<file path="config.mk">
export PLATFORM = sky130hd
export DESIGN_NAME = power_unit
export DESIGN_NICKNAME = d
export VERILOG_FILES = /design/src/rtl/power_unit.sv
export SDC_FILE = /design/constraint.sdc
export NUM_CORES = 2
export LEC_CHECK = 0
export ABC_AREA = 1
export CAP_MARGIN = 0
export CELL_PAD_IN_SITES_DETAIL_PLACEMENT = 0
export CELL_PAD_IN_SITES_GLOBAL_PLACEMENT = 1
export CORE_MARGIN = 2
export CORE_UTILIZATION = 35
export DETAILED_ROUTE_END_ITERATION = 12
export PLACE_DENSITY_LB_ADDON = 0.1
export SYNTH_ARGS = -nofsm -noshare
export SYNTH_HDL_FRONTEND = slang
export SYNTH_SLANG_ARGS = --single-unit
</file>
<file path="constraint.sdc">
create_clock -name clock -period 11.8 [get_ports clock]
set_input_delay 2.95 -clock clock [delete_from_list [all_inputs] [get_ports clock]]
set_output_delay 2.95 -clock clock [all_outputs]
set_load 0.05 [all_outputs]
</file>
<file path="src/rtl/power_unit.sv">
// ---------------------------------------------------------------------------
// power_unit
//
// Iterative unsigned power engine: result = num**exp mod 2**WIDTH.
// A single WIDTH x WIDTH multiplier is reused once per cycle. Only one
// operation is in flight at a time.
//
// Ports
//   clock      in   1      rising-edge clock
//   reset      in   1      synchronous, active-high reset (wins over handshakes)
//   in_valid   in   1      operand present
//   in_ready   out  1      engine idle and able to accept an operand
//   num        in   WIDTH  base, unsigned (sampled on accept)
//   exp        in   EXP_W  exponent, unsigned (sampled on accept)
//   out_valid  out  1      result present
//   out_ready  in   1      consumer accepts result
//   result     out  WIDTH  low WIDTH bits of num**exp
//   overflow   out  1      true power did not fit in WIDTH bits
//
// Latency: accept in cycle C gives out_valid in cycle C + max(1, exp).
// result/overflow hold their last value after the output transfer.
// ---------------------------------------------------------------------------
module power_unit #(
    parameter int unsigned WIDTH = 32,
    parameter int unsigned EXP_W = 2
) (
    input  logic             clock,
    input  logic             reset,
    input  logic             in_valid,
    output logic             in_ready,
    input  logic [WIDTH-1:0] num,
    input  logic [EXP_W-1:0] exp,
    output logic             out_valid,
    input  logic             out_ready,
    output logic [WIDTH-1:0] result,
    output logic             overflow
);

    typedef enum logic [1:0] {
        IDLE = 2'd0,
        BUSY = 2'd1,
        DONE = 2'd2
    } state_t;

    localparam logic [WIDTH-1:0] ONE_W   = {{(WIDTH-1){1'b0}}, 1'b1};
    localparam logic [EXP_W-1:0] ONE_EXP = {{(EXP_W-1){1'b0}}, 1'b1};

    state_t             state_q;
    logic [WIDTH-1:0]   acc_q;        // running partial power
    logic [WIDTH-1:0]   num_q;        // captured base
    logic [EXP_W-1:0]   cnt_q;        // multiplies still to perform
    logic               ovf_q;        // sticky overflow for the current operation
    logic               out_valid_q;
    logic [WIDTH-1:0]   result_q;
    logic               overflow_q;

    logic [2*WIDTH-1:0] full_prod;
    logic               prod_hi;

    // Full-width product so bits lost by truncation can be flagged.
    assign full_prod = {{WIDTH{1'b0}}, acc_q} * {{WIDTH{1'b0}}, num_q};
    assign prod_hi   = |full_prod[2*WIDTH-1:WIDTH];

    assign in_ready  = (state_q == IDLE) && !reset;
    assign out_valid = out_valid_q;
    assign result    = result_q;
    assign overflow  = overflow_q;

    always_ff @(posedge clock) begin
        if (reset) begin
            state_q     <= IDLE;
            acc_q       <= '0;
            num_q       <= '0;
            cnt_q       <= '0;
            ovf_q       <= 1'b0;
            out_valid_q <= 1'b0;
            result_q    <= '0;
            overflow_q  <= 1'b0;
        end else begin
            case (state_q)
                IDLE: begin
                    // in_ready is implied here: IDLE and not in reset.
                    if (in_valid) begin
                        num_q      <= num;
                        ovf_q      <= 1'b0;
                        overflow_q <= 1'b0;
                        if (exp == '0) begin
                            acc_q       <= ONE_W;
                            cnt_q       <= '0;
                            result_q    <= ONE_W;
                            out_valid_q <= 1'b1;
                            state_q     <= DONE;
                        end else if (exp == ONE_EXP) begin
                            acc_q       <= num;
                            cnt_q       <= '0;
                            result_q    <= num;
                            out_valid_q <= 1'b1;
                            state_q     <= DONE;
                        end else begin
                            acc_q   <= num;
                            cnt_q   <= exp - ONE_EXP;
                            state_q <= BUSY;
                        end
                    end
                end

                BUSY: begin
                    acc_q <= full_prod[WIDTH-1:0];
                    cnt_q <= cnt_q - ONE_EXP;
                    ovf_q <= ovf_q | prod_hi;
                    // Last multiply: publish straight from the product so the
                    // result is registered in the same cycle DONE is entered.
                    if (cnt_q == ONE_EXP) begin
                        result_q    <= full_prod[WIDTH-1:0];
                        overflow_q  <= ovf_q | prod_hi;
                        out_valid_q <= 1'b1;
                        state_q     <= DONE;
                    end
                end

                DONE: begin
                    if (out_ready) begin
                        out_valid_q <= 1'b0;
                        state_q     <= IDLE;
                    end
                end

                default: begin
                    out_valid_q <= 1'b0;
                    state_q     <= IDLE;
                end
            endcase
        end
    end

endmodule

</file>
==> results.py <==
metrics = {
    "critical_path": {
        "cp_max_fo": 19,
        "reg2regPathDepth": 31,
        "path_class": "reg2reg",
        "timing.rr.end": "ovf_q",
        "r2r_slack_ns": 3.53,
        "slowest_delay_ns": 0.96,
        "worstReg2RegStart": "acc_q[26]",
        "cp_common_cell": "nand2_1",
        "worstPathArrival_ns": 8.55,
        "cpMaxStageDelayCell": "dfxtp_1",
        "start_kind": "flip-flop",
        "critical_path_required_ns": 12.08,
        "critPathCaptureType": "flip-flop",
    },
    "worst_hold_path": {
        "whs_endpoint": "result[4]",
        "hold_start": "result[4]",
        "worst_hold_path_type": "reg2reg",
        "worstHoldPathCells": 2,
    },
    "power_and_ir_drop": {
        "ir_drop_mv": 0.265,
        "p_sw_share_pct": 64.8,
        "seqPwrFrac_pct": 4.8,
        "power.density_nw_per_um2": 221,
        "p_int_mw": 3.31,
        "p_switching_mw": 6.08,
        "pwr-share-clk_pct": 3.6,
        "p_leak_nw": 24.2,
        "power_frac_comb_pct": 91.6,
        "totalPowerFinal_mw": 9.39,
    },
    "logic_synthesis": {
        "synth_top_cell_by_area": "fa_1",
        "yosysSeqAreaShare_pct": 5.13,
        "synth_nets": 6668,
        "synth_top_area_share_pct": 44.6,
        "synth_most_common_cell": "inv_1",
        "synthTopCellsByArea": "fa_1, inv_1, nand2_1",
        "ys_ff_latch": 103,
        "synth_ff_type": "dfxtp_1",
        "async_reset_ff_share_pct": 0,
        "synthCells": 5470,
        "synthDistinctLibCells": 35,
        "synthTopCellsByCount": "inv_1, nand2_1, fa_1, clkbuf_1, ha_1",
        "synth_area_per_cell_um2": 7.35,
        "yosys_warnings": 0,
        "netlist_area_um2": 40200,
        "synth_edf_count": 0,
    },
    "global_routing": {
        "grt_max_degree": 70,
        "grt-ovfl-total": 0,
        "antenna_found_initial": 4,
        "grt_pass1_wl_um": 232000,
        "grt_pass1_vias": 35372,
        "grt_use_total_pct": 27.3,
    },
    "finish": {
        "drive_above_1_share_pct": 3.63,
        "stdcell_count": 6853,
        "insertedDiodeCount": 0,
        "area_growth_pct": 5.91,
        "fin_nets": 6534,
    },
    "floorplanning": {
        "core_um2": 114000,
        "fp.dieH_um": 343,
        "dieWidth_um": 343,
        "rows": 124,
        "ios": 73,
        "start_util_pct": 35.2,
        "die_area_um2": 118000,
    },
    "clock_network": {
        "clock-sinks": 103,
        "cts_setup_buffers": 0,
        "cts-resized-gates": 0,
        "clock_latency_ns": 0.41,
        "numCtsBuffers": 9,
        "ctsLongestPathBuffers": 2,
        "cts_max_level": 3,
        "cts_root_buf": "clkbuf_16",
        "path_clk_slew_ns": 0.09,
        "cts_tree": "built",
        "postCtsHoldBufs": 0,
    },
    "placed_design": {
        "port_buffers": 72,
        "place_congestion": 0.919,
        "dpl.hpwl_um": 122000,
        "dp.cells": 6837,
    },
    "sta": {
        "hold_ws_ns": 0.467,
        "rsz0062_at_grt": "false",
        "min_period_over_period_pct": 70.1,
        "tns_ns": 0,
        "clock_skew_ns": 0.0188,
        "worst_pin_slew_ns": 1.30,
        "slew_viol_final": 0,
        "hold_viol": 0,
        "fin_crit_ns": 8.27,
        "setup_viol": 0,
        "max_freq_mhz": 121,
        "max-slew-margin-rel_pct": 12.3,
    },
    "outcome": {
        "status": "completed",
    },
    "routing": {
        "drt-vias-per-instance": 4.66,
        "drt-pass1-iter-count": 5,
        "post_drt_wl_per_cell_um": 22.4,
        "drtIter0Drc": 1998,
        "drc": 0,
        "via_count": 31955,
        "ant_nets": 0,
        "routed_wl_um": 154000,
    },
    "run": {
        "max_cap_viol_count": 0,
    },
}
through the flow:
step           instance area (µm²)  utilization [%]  worst slack, ns
6_report                     42600             37.3             3.53
5_1_grt                      42600             37.3             3.16
4_1_cts                      42600             37.3             3.54
3_5_place_dp                 42300             37.0             3.59
3_3_place_gp                 42300             37.0             3.56
2_1_floorplan                40200                -             4.85
power groups by stage:
stage	combinational, mW	sequential, mW	clock [mW]
after global routing	9.58	0.460	0.360
final	8.60	0.453	0.340
after global placement	8.73	0.459	0
after detailed placement	8.67	0.461	0
after CTS	8.74	0.453	0.349
after floorplan	5.50	0.463	0
cell type report:
cell class	count	area [µm²]
clock buffers	9	225
repair buffers	148	1290
flip-flops and latches	103	2060
multi-input cells	3354	30600
well taps	1512	1890
clock inverters	7	66.3
inverters	1720	6460
fillers	12361	71600
worst max path at each step:
stage,start,endpoint,cells past startpoint
3_5_place_dp,acc_q[26],ovf_q,31
4_1_cts,num_q[7],acc_q[24],30
2_1_floorplan,reset,in_ready,3
3_3_place_gp,num_q[7],acc_q[24],30
5_1_grt,acc_q[26],ovf_q,31
6_report,acc_q[26],ovf_q,31
routing by layer:
| layer | up-vias | routed length (µm) | track usage [%] |
|---|---|---|---|
| li1 | 14851 | - | - |
| met5 | - | 22 | 0 |
| met2 | 804 | 73900 | 46.9 |
| met3 | 304 | 5010 | 1.93 |
| met1 | 15992 | 62200 | 32.9 |
| met4 | 4 | 12700 | 18.4 |
logic make-up after synthesis:
group	after synthesis	share of synthesized area, %
buffers and inverters	2013	18.8
and+or+nand+nor	1882	18.7
adders and majority gates	1160	52.8
AOI/OAI and AO/OA	285	3.94
DFF	103	5.13
xor gates and xnor gates	27	0.588
layout by cell type, fill, tap and decap left out, types with 3 or more instances in the layout:
cell	Yosys	layout
fa_1	896	896
and2_1	6	6
dfxtp_1	103	103
buf_4	0	76
nor3_2	3	3
nor2_4	7	8
clkdlybuf4s50_1	0	71
nand3_2	7	7
nor4_1	3	3
o22ai_1	13	13
o21ai_0	128	128
o21bai_1	40	40
nand2_1	1537	1535
inv_1	1707	1704
nor3_1	5	5
ha_1	264	264
nand4_1	11	11
nand3_1	62	62
xnor2_1	23	23
clkbuf_16	0	9
o21a_1	5	5
nand2_2	28	30
a21oi_1	94	94
nor2_2	33	32
inv_2	13	15
xor2_1	4	4
nor2_1	169	169
nand3b_1	7	7
flip-flops by register name, summed over array words and instances (netlist names):
| name | count |
|---|---|
| cnt_q | 2 |
| state_q | 2 |
| overflow | 1 |
| num_q | 32 |
| out_valid | 1 |
| ovf_q | 1 |
| acc_q | 32 |
| result | 32 |
critical path, delay by kind of cell (launching register included):
family / cells / cell delay (ns)
adders and majority gates: 9 / 4.30
and+or+nand+nor: 15 / 1.91
DFF: 1 / 0.96
buffers and inverters: 6 / 0.93
AOI/OAI and AO/OA: 1 / 0.06
Power figures use the tool's default switching activity.
